===== src/rtl/i2s_tx2.sv =====
// i2s_tx2: I2S master transmitter, Philips format, with a one-pair holding buffer
module i2s_tx2 #(
   parameter int word_size = 32,
   parameter int slot_bits = 32
) (
   input  logic                 sck,
   input  logic                 nrst,
   input  logic                 enable,
   input  logic                 in_valid,
   output logic                 in_ready,
   input  logic [word_size-1:0] in_chan0,
   input  logic [word_size-1:0] in_chan1,
   output logic                 ws,
   output logic                 sd,
   output logic                 underrun
);
   localparam int fw = 2 * slot_bits;
   localparam int cw = $clog2(fw);
   localparam int ew = word_size + slot_bits;
   localparam logic [0:0] st_idle = 1'b0;
   localparam logic [0:0] st_run = 1'b1;
   localparam logic [cw-1:0] half = cw'(slot_bits);
   localparam logic [cw-1:0] last = cw'(fw - 1);
   logic [0:0] state;
   logic [cw-1:0] cnt;
   logic hold_full;
   logic [2*word_size-1:0] hold;
   logic [fw-1:0] shifter;
   logic lag;
   logic [ew-1:0] ext0, ext1;
   logic [fw-1:0] frame;
   logic boundary, load, ws_int;
   assign in_ready = !hold_full;
   assign boundary = state == st_run && cnt == last;
   assign load = enable && hold_full && (state == st_idle || boundary);
   assign underrun = boundary && enable && !hold_full;
   assign ws_int = state == st_idle || cnt >= half;
   // Zero-extend each word below its MSB, then keep the top slot_bits: truncates or pads as needed
   assign ext0 = {hold[2*word_size-1:word_size], {slot_bits{1'b0}}};
   assign ext1 = {hold[word_size-1:0], {slot_bits{1'b0}}};
   assign frame = {slot_bits'(ext0 >> word_size), slot_bits'(ext1 >> word_size)};
   always_ff @(posedge sck or negedge nrst)
      if (!nrst) begin
         state <= st_idle;
         cnt <= '0;
         hold_full <= 1'b0;
         hold <= '0;
         shifter <= '0;
         lag <= 1'b0;
      end else begin
         if (in_valid && !hold_full) begin
            hold_full <= 1'b1;
            hold <= {in_chan0, in_chan1};
         end else if (load)
            hold_full <= 1'b0;
         if (state == st_idle) begin
            lag <= 1'b0;
            if (load) begin
               state <= st_run;
               cnt <= '0;
               shifter <= frame;
            end
         end else begin
            // lag delays data one bit behind ws, giving the Philips one-bit offset
            lag <= shifter[fw-1];
            cnt <= boundary ? '0 : cnt + 1'b1;
            if (boundary && !enable) state <= st_idle;
            shifter <= (boundary && enable) ? (hold_full ? frame : '0) : shifter << 1;
         end
      end
   always_ff @(negedge sck or negedge nrst)
      if (!nrst) begin
         ws <= 1'b1;
         sd <= 1'b0;
      end else begin
         ws <= ws_int;
         sd <= lag;
      end
endmodule


===== config.mk =====
export PLATFORM = sky130hd
export DESIGN_NAME = i2s_tx2
export DESIGN_NICKNAME = d
export VERILOG_FILES = /design/src/rtl/i2s_tx2.sv
export SDC_FILE = /design/constraint.sdc
export NUM_CORES = 1
export LEC_CHECK = 0
export CORE_UTILIZATION = 44
export CTS_CLUSTER_DIAMETER = 60
export DETAILED_ROUTE_END_ITERATION = 10
export PLACE_DENSITY_LB_ADDON = 0.1
export SETUP_SLACK_MARGIN = 0.15
export SYNTH_ARGS = -nofsm -noshare
export SYNTH_HDL_FRONTEND = slang
export SYNTH_SLANG_ARGS = --single-unit

===== constraint.sdc =====
create_clock -name sck -period 4.1 [get_ports sck]
set_input_delay 0.615 -clock sck [delete_from_list [all_inputs] [get_ports sck]]
set_output_delay 0.615 -clock sck [all_outputs]
set_load 0.1 [all_outputs]

==> results of run 1 <==
cell type report:
type / count / area (µm²)
clock buffers: 20 / 457
clock inverters: 13 / 245
fillers: 1045 / 5380
inverters: 5 / 18.8
multi-input cells: 233 / 2080
flip-flops and latches: 139 / 3480
well taps: 172 / 215
repair buffers: 78 / 795
flip-flops by register name, summed over array words and instances (netlist names):
register / flops
sd: 1
cnt: 6
ws: 1
state: 1
shifter: 64
hold_full: 1
frame: 64
lag: 1
path summary, 6_finish.rpt:
path	endpoint	depth (start not counted)
max in group asynchronous	ws$_DFF_NN1_	1
min reg2reg	shifter[5]$_DFFE_PN0P_	1
min	frame[12]$_DFFE_PN0P_	1
max	ws	1
min in group sck	shifter[5]$_DFFE_PN0P_	1
max reg2reg	ws$_DFF_NN1_	1
Yosys cell counts, types with 2 or more instances:
library cell,number
mux2_2,64
clkbuf_1,6
dfrtp_1,137
a221o_1,62
nand2_1,8
o21ai_0,4
ha_1,2
nand3_1,4
inv_1,6
buf_2,16
nor2_1,3
buf_6,6
a21oi_1,2
and2_1,64
report_power, final:
| part | switching, mW | internal, mW | leakage, nW | total, mW |
|---|---|---|---|---|
| Combinational | 0.322 | 0.565 | 1.11 | 0.887 |
| Clock | 0.574 | 1.23 | 0.345 | 1.81 |
| Sequential | 0.342 | 1.93 | 1.76 | 2.28 |
per-layer routing:
metal	vias up	global-route usage (%)
li1	1646	-
met1	1784	24.9
met2	63	28.6
met3	7	5.81
met4	0	6.41
met5	-	0
metrics by stage:
| stage | area (µm²) | worst slack (ns) |
|---|---|---|
| finish | 7290 | 0.291 |
| global route | 7290 | 0.262 |
| CTS | 7290 | 0.273 |
| detailed placement | 6590 | 0.739 |
| global placement | 6590 | 0.743 |
| floorplan | 5730 | 0.486 |
logic make-up (layout without fill, tap and decap cells):
family | Yosys count | after routing | share of synthesized area, %
AO/OA/AOI/OAI | 78 | 78 | 13.2
AND/OR/NAND/NOR | 87 | 87 | 9.18
flip-flops | 139 | 139 | 60.8
XOR/XNOR | 2 | 2 | 0.306
buffers and inverters | 35 | 116 | 3.45
multiplexers | 64 | 64 | 12.6
adder cells (fa/ha/maj) | 2 | 2 | 0.437
==> metrics.md, run 1 <==
| Metric | Value |
|---|---|
| Grt total ovfl | `0` |
| Max-Cap Viols | `0` |
| Critical Path Max Stage Delay | `about 0.53 ns` |
| Clk_lat worst skew | `around 0.44 ns` |
| Port-buffer cells | `71` |
| CTS Buffer Depth | `2` |
| Yosys reg bits | `~140` |
| Post-CTS Hold Fix Bufs | `0` |
| Post-cts repair resize count | `0` |
| Crit Path Max Fanout | `1` |
| RSZ-0062 raised after global routing | `false` |
| Critical Path RT | `3.48 ns` |
| Initial Util | `roughly 45%` |
| First-pass GRT wire length | `18.8 mm` |
| Top Metal Used | `met4` |
| Number of CTS-inserted buffers | `17` |
| Crit-path cells | `buf_12` |
| DIE AREA | `between 10000 and 15000 µm²` |
| Pin count of the biggest net entering global routing | `65` |
| Final wirelength | `11.1 mm` |
| Area grow syn2layout | `27.4%` |
| Critical path startpoint category | `flop` |
| Syn Inst Count | `about 400` |
| Clk sinks | `about 140` |
| Slew @ Worst Pin | `approximately 0.98 ns` |
| Post-CTS Setup Bufs | `0` |
| Vias | `3500` |
| Most used DFF post-synth | `dfrtp_1` |
| Worst Setup Path Type | `reg2out` |
| Crit path capture type | `primary output` |
| Met1 WL | `approximately 5.2 mm` |
| Post-DP HPWL | `~6.6 mm` |
| Mapped Avg Cell Area | `roughly 14 µm²` |
| Commonest cells after routing, fill and taps aside | `137 x dfrtp_1, 67 x clkdlybuf4s50_1, 64 x and2_1, 64 x mux2_2, 62 x a221o_1` |
| Final cell count without fillers | `660` |
| Synth Cell Area | `around 5700 µm²` |
| Setup_tns | `0 ns` |
| Root buffer cell | `clkbuf_16` |
| Core region area | `between 10000 and 15000 µm²` |
| Final core occ | `57.5%` |
| Top cells by area, synth | `dfrtp_1 60%, mux2_2 13%, a221o_1 11%` |
| Fin. Hold Viols | `0` |
| Layout cell share with drive strength beyond 1 | `~24%` |
| Critical path buffer and inverter count | `1` |
| Hold Worst Slack | `roughly 0.12 ns` |
| Post-synth cell types | `37` |
| Placed Instances | `628` |
| Initial DRC Count | `between 200 and 300` |
| H-Tree Depth | `4` |
| Worst hold path class | `in2async` |
| # setup viols final | `0` |
| Total GRT Usage | `a little under a fifth` |
| Avg WL per Cell | `around 17 µm` |
| Row count | `41` |
| Final ANT Viol Nets | `0` |
| Vias in the first global route | `between 3000 and 4000` |
| Reg clk slew, reported paths | `0.06 ns` |
| Post-synthesis sequential area ratio | `between 60% and 70%` |
| Most common cell after layout, fill and taps aside | `dfrtp_1` |
| Die W | `between 100 and 150 µm` |
| FF-to-FF Start | `state$_DFF_PN0_` |
| DRC violations left | `0` |
| Final nets | `545` |
| Synth warnings | `0` |
| Peak VDD IR | `approximately 0.32 mV` |
| Slew Limit Headroom | `between 30% and 40%` |
| R2R setup slack | `1.23 ns` |
| Crit-path slowest cell | `dfstp_2` |
| Crit path from | `ws$_DFF_NN1_` |
| Slew Viols, Final | `0` |
| Pre-antenna DRT Iters | `4` |
| Post-synth EDFFs | `0` |
| Pwr/cell area | `roughly 680 nW/µm²` |
| DR WL met2 | `between 5 and 6 mm` |
| Layout Skew | `0.0287 ns` |
| Delay-heaviest family, CP | `flip-flops` |
| Drt via density | `about 5.3` |
| Antenna diodes | `0` |
| CTS tree | `yes` |
| GPL Wtd Cong | `approximately 0.8` |
| Top cell type's share of synthesized area | `approximately 60%` |
| Crit path DAT | `around 3.2 ns` |
| Antenna violations before repair | `0` |
| Status | `complete, no violations` |
| Die height | `about 120 µm` |
| I/O pins | `around 70` |
| WL met3 | `between 500 and 600 µm` |
| Total Power | `just under 5 mW` |
| Mapped Nets | `477` |
| Ys async rst share | `100%` |
| Static leakage | `about 3.2 nW` |
| Post-synth top area cell | `dfrtp_1` |
Power figures use the tool's default switching activity.
==> inputs of run 2 (changes only) <==
Settings changed: PLACE_DENSITY from default to 0.72, PLACE_DENSITY_LB_ADDON 0.1 to default, RECOVER_POWER from default to 50.
Clock period 4.1 ns to 4.75 ns, I/O delays scaled along.
==> run 2 against run 1 <==
Effect of this change:
- the flow now finishes with violations (max-capacitance violations, max-slew violations)
- combinational power fell by 15%
- global-route usage fell by 1.1 points
- count of clock-buffer cells in the layout rose by 3
- core utilization fell by 1.1 points
- cell count rose by 0.15%
- clock skew rose by 0.0043 ns
- via count rose by 2.3%
- clock power fell by 28%
- setup slack improved by 0.21 ns
- sequential power fell by 14%
- cell area fell by 1.9%
- first-iteration DRC count fell by 7.9%
- critical path type unchanged
- critical endpoint unchanged
==> metrics.md, run 2 (same netlist as run 1, synthesis figures left out) <==
| Metric | Value |
|---|---|
| Status | `finished, violations left` |
| Violated checks | `max-capacitance violations, max-slew violations` |
| Vias in the first global route | `between 3000 and 4000` |
| Fillers | `about 1100` |
| Clk_lat worst skew | `about 0.45 ns` |
| Root buffer cell | `clkbuf_16` |
| DIE AREA | `roughly 13000 µm²` |
| Final ANT Viol Nets | `0` |
| RSZ-0062 raised after global routing | `false` |
| Port-buffer cells | `a little over 70` |
| Critical path startpoint category | `flop` |
| Total Power | `4.03 mW` |
| Delay-heaviest family, CP | `flip-flops` |
| Avg WL per Cell | `approximately 16 µm` |
| Worst hold path class | `in2async` |
| Core region area | `~13000 µm²` |
| Die W | `approximately 120 µm` |
| Worst Setup Path Type | `reg2out` |
| Power share of the sequential group | `between 40% and 50%` |
| First-pass GRT wire length | `around 18 mm` |
| H-Tree Depth | `4` |
| Crit-path slowest cell | `dfstp_2` |
| # setup viols final | `0` |
| Pwr/cell area | `approximately 560 nW/µm²` |
| Slew @ Worst Pin | `1.85 ns` |
| Initial Util | `~45%` |
| Number of CTS-inserted buffers | `17` |
| Peak VDD IR | `0.261 mV` |
| Critical Path Max Stage Delay | `0.54 ns` |
| Internal | `roughly 3 mW` |
| Crit-path cells | `buf_12` |
| CTS tree | `yes` |
| Antenna violations before repair | `0` |
| DRC violations left | `0` |
| Switching pwr | `~1.0 mW` |
| Fin. Hold Viols | `0` |
| Pre-antenna DRT Iters | `4` |
| CTS Buffer Depth | `2` |
| Layout cell share with drive strength beyond 1 | `between 20% and 30%` |
| Grt total ovfl | `0` |
| Area grow syn2layout | `24.9%` |
| Vias | `3579` |
| Post-DP HPWL | `approximately 6.6 mm` |
| Slew Limit Headroom | `-23.5%` |
| Reg clk slew, reported paths | `0.05 ns` |
| Crit path capture type | `primary output` |
| Pin count of the biggest net entering global routing | `78` |
| Initial DRC Count | `about 260` |
| Antenna diodes | `0` |
| Post-cts repair resize count | `0` |
| Crit path DAT | `about 3.5 ns` |
| Hold Worst Slack | `between 0.2 and 0.3 ns` |
| Setup_tns | `0 ns` |
| Total GRT Usage | `between 10% and 20%` |
| Drt via density | `around 5.4` |
| Post-CTS Setup Bufs | `0` |
| Crit Path Max Fanout | `1` |
| Layout Skew | `0.0330 ns` |
| Sw frac | `25.7%` |
| Commonest cells after routing, fill and taps aside | `137 x dfrtp_1, 65 x clkdlybuf4s50_1, 64 x mux2_2` |
| Static leakage | `3.16 nW` |
| Clock share of power | `roughly a third` |
| Comb pwr share | `18.7%` |
| Die height | `between 100 and 150 µm` |
| Clk sinks | `between 100 and 150` |
| Most common cell after layout, fill and taps aside | `dfrtp_1` |
| Max-Cap Viols | `2` |
| Final nets | `between 500 and 600` |
| Final wirelength | `between 10 and 15 mm` |
| GPL Wtd Cong | `~0.74` |
| Post-CTS Hold Fix Bufs | `0` |
| Critical path buffer and inverter count | `1` |
| Row count | `between 40 and 50` |
| Slew Viols, Final | `97` |
| Critical Path RT | `roughly 4.0 ns` |
| I/O pins | `slightly above 70` |
[run 2: layout make-up]
| cell class | count | area [µm²] | share of cell area [%] |
|---|---|---|---|
| well taps | 172 | 215 | 3.01 |
| repair buffers | 79 | 774 | 10.8 |
| flip-flops and latches | 139 | 3480 | 48.7 |
| multi-input cells | 233 | 2070 | 29.0 |
| clock buffers | 23 | 468 | 6.55 |
| clock inverters | 10 | 123 | 1.72 |
| inverters | 5 | 18.8 | 0.263 |
[run 2: worst paths after layout]
path / from / slack, ns / cells after the start / to
max: ws$_DFF_NN1_ / 0.50 / 1 / ws
min reg2reg: frame[54]$_DFFE_PN0P_ / 0.50 / 1 / shifter[54]$_DFFE_PN0P_
min: nrst / 0.27 / 1 / frame[36]$_DFFE_PN0P_
max reg2reg: state$_DFF_PN0_ / 1.58 / 1 / ws$_DFF_NN1_
max in group asynchronous: nrst / 1.75 / 1 / ws$_DFF_NN1_
min in group sck: frame[54]$_DFFE_PN0P_ / 0.50 / 1 / shifter[54]$_DFFE_PN0P_
[run 2: stage by stage]
step / cell area, µm² / worst slack, ns / util [%] / instances
after global placement: 6570 / 0.959 / 51.9 / 629
after detailed placement: 6570 / 0.959 / 51.9 / 629
final: 7150 / 0.500 / 56.4 / 661
after global routing: 7150 / 0.472 / 56.4 / 661
after floorplan: 5730 / 0.714 / - / 407
after CTS: 7160 / 0.486 / 56.5 / 661
[run 2: power groups by stage]
stage | logic, mW | registers [mW] | clock network, mW
2_1_floorplan | 0.553 | 1.92 | 0.00263
6_report | 0.755 | 1.97 | 1.31
3_5_place_dp | 0.767 | 1.98 | 0.00263
5_1_grt | 0.831 | 2.03 | 1.40
3_3_place_gp | 0.730 | 1.96 | 0.00263
4_1_cts | 0.773 | 1.97 | 1.34
[run 2: routing by layer]
metal  global-route usage [%]  share of wire, %
met1                     23.2                46
met2                     27.0                49
met3                     4.71               3.8
met4                     7.61              0.94
met5                        0                 0
==> inputs of run 3 (changes only) <==
Settings changed: PLACE_DENSITY 0.72 to 0.74.
Clock period 4.75 ns to 3.6 ns, I/O delays scaled along.
==> run 3 against run 2 <==
Effect of this change:
- the flow still finishes with violations (max-capacitance violations, max-slew violations)
- via count is 1.4% lower
- sequential power rose by 32%
- global-route usage grew 0.53 points
- hold slack improved by 0.22 ns
- die area stayed put
- cell area down 0.75%
- critical path depth unchanged
- largest cell class unchanged
==> metrics.md, run 3 (same netlist as run 1, synthesis figures left out) <==
| Metric | Value |
|---|---|
| Avg WL per Cell | `16.1 µm` |
| Critical Path RT | `between 3 and 4 ns` |
| RSZ-0062 raised after global routing | `true` |
| Static leakage | `approximately 3.1 nW` |
| Pin count of the biggest net entering global routing | `73` |
| Status | `finished, violations left` |
| Worst Setup Path Type | `reg2out` |
| Crit-path cells | `buf_12` |
| Critical Path Max Stage Delay | `0.53 ns` |
| Vias in the first global route | `roughly 3700` |
| Peak VDD IR | `about 0.40 mV` |
| I/O pins | `72` |
| # setup viols final | `0` |
| Delay-heaviest family, CP | `flip-flops` |
| Commonest cells after routing, fill and taps aside | `137 x dfrtp_1, 65 x clkdlybuf4s50_1, 64 x mux2_2` |
| CTS Buffer Depth | `2` |
| Core region area | `12700 µm²` |
| Drt via density | `around 5.3` |
| Reg clk slew, reported paths | `approximately 0.060 ns` |
| Vias | `approximately 3500` |
| Total Power | `~5.1 mW` |
| Layout cell share with drive strength beyond 1 | `between 20% and 30%` |
| Total GRT Usage | `18.0%` |
| Comb pwr share | `about a fifth` |
| Critical path buffer and inverter count | `1` |
| Crit-path slowest cell | `dfstp_2` |
| Clk_lat worst skew | `approximately 0.44 ns` |
| GPL Wtd Cong | `between 0.7 and 0.8` |
| CTS tree | `yes` |
| Die W | `roughly 120 µm` |
| Clock share of power | `between 20% and 30%` |
| Area grow syn2layout | `24.0%` |
| Crit path DAT | `2.94 ns` |
| Slew @ Worst Pin | `roughly 1.7 ns` |
| Pwr/cell area | `726 nW/µm²` |
| Final worst setup slack | `between 0.1 and 0.15 ns` |
| Critical path startpoint category | `flop` |
| FF-to-FF Start | `state$_DFF_PN0_` |
| Power share of the sequential group | `between 50% and 60%` |
| First-pass GRT wire length | `around 18 mm` |
| Crit Path Max Fanout | `1` |
| DIE AREA | `approximately 13000 µm²` |
| Initial Util | `between 40% and 50%` |
| Setup_tns | `0 ns` |
| Hold Worst Slack | `about 0.5 ns` |
| Slew Viols, Final | `between 100 and 150` |
| Final nets | `between 500 and 600` |
| Layout Skew | `between 0.02 and 0.03 ns` |
| Violated checks | `max-capacitance violations, max-slew violations` |
| Internal | `~3.8 mW` |
| Antenna violations before repair | `0` |
| Post-DP HPWL | `between 6 and 7 mm` |
| Port-buffer cells | `around 70` |
| Grt total ovfl | `0` |
| Final wirelength | `10.6 mm` |
| Sw frac | `about a quarter` |
| Clk sinks | `between 100 and 150` |
| Number of CTS-inserted buffers | `17` |
| Fin. Hold Viols | `0` |
| Antenna diodes | `0` |
| Root buffer cell | `clkbuf_16` |
| Launch point of the worst hold path | `shifter[62]$_DFFE_PN0P_` |
| Most common cell after layout, fill and taps aside | `dfrtp_1` |
| Initial DRC Count | `147` |
| Switching pwr | `approximately 1.4 mW` |
| Max-Cap Viols | `2` |
| Final core occ | `a little under three fifths` |
| Crit path from | `ws$_DFF_NN1_` |
| DP Worst Slack | `roughly 0.57 ns` |
| Crit path capture type | `primary output` |
| H-Tree Depth | `4` |
| Pre-antenna DRT Iters | `4` |
| Slew Limit Headroom | `-13.6%` |
| Post-cts repair resize count | `0` |
| Row count | `41` |
| Final ANT Viol Nets | `0` |
| Die height | `about 120 µm` |
| DRC violations left | `0` |
| Worst hold path class | `reg2reg` |
[run 3: cell count changes in the layout (fill, tap and decap cells not counted), sizes merged]
| cell | previous run | this run |
|---|---|---|
| buf | 11 | 8 |
| dlygate4sd3 | 2 | 3 |
| clkinv | 6 | 7 |
| bufinv | 3 | 0 |
| clkinvlp | 0 | 2 |
| clkbuf | 24 | 26 |
[run 3: stage by stage]
| step | instances | area [µm²] |
|---|---|---|
| floorplan | 407 | 5730 |
| global placement | 628 | 6590 |
| detailed placement | 628 | 6590 |
| CTS | 661 | 7120 |
| global route | 661 | 7090 |
| finish | 661 | 7090 |
[run 3: metal layers]
layer / vias up / track usage, % / share of wire, %
met1: 1789 / 23.5 / 46
met4: 0 / 10.0 / 1.4
met5: - / 0 / 0
met3: 11 / 4.60 / 4.3
met2: 83 / 27.5 / 48
li1: 1647 / - / -
[run 3: layout make-up]
class	instances	area, µm²
Multi-Input combinational cell	233	2060
Timing Repair Buffer	79	796
Fill cell	1061	5580
Clock buffer	23	478
Inverter	5	18.8
Tap cell	172	215
Clock inverter	10	51.3
Sequential cell	139	3480
[run 3: what timing repair did]
item	CTS	global route
setup endpoints to repair	1	1
buffers inserted	0	0
hold endpoints to repair	24	0
hold buffers	1	0
[run 3: power by group through the flow]
stage / clock, mW / combinational [mW] / sequential, mW
2_1_floorplan: 0.00348 / 0.730 / 2.53
3_3_place_gp: 0.00348 / 0.981 / 2.60
3_5_place_dp: 0.00348 / 1.02 / 2.62
4_1_cts: 1.58 / 1.04 / 2.61
5_1_grt: 1.65 / 1.11 / 2.68
6_report: 1.54 / 1.01 / 2.60
[run 3: final timing paths]
| check | endpoint | slack (ns) | cells past startpoint |
|---|---|---|---|
| setup / recovery | ws | 0.12 | 1 |
| hold / removal | shifter[63]$_DFFE_PN0P_ | 0.49 | 1 |
| setup reg to reg | shifter[1]$_DFFE_PN0P_ | 0.82 | 4 |
| hold reg to reg | shifter[63]$_DFFE_PN0P_ | 0.49 | 1 |
| max in group asynchronous | ws$_DFF_NN1_ | 1.02 | 2 |
| min in group asynchronous | frame[15]$_DFFE_PN0P_ | 0.54 | 2 |
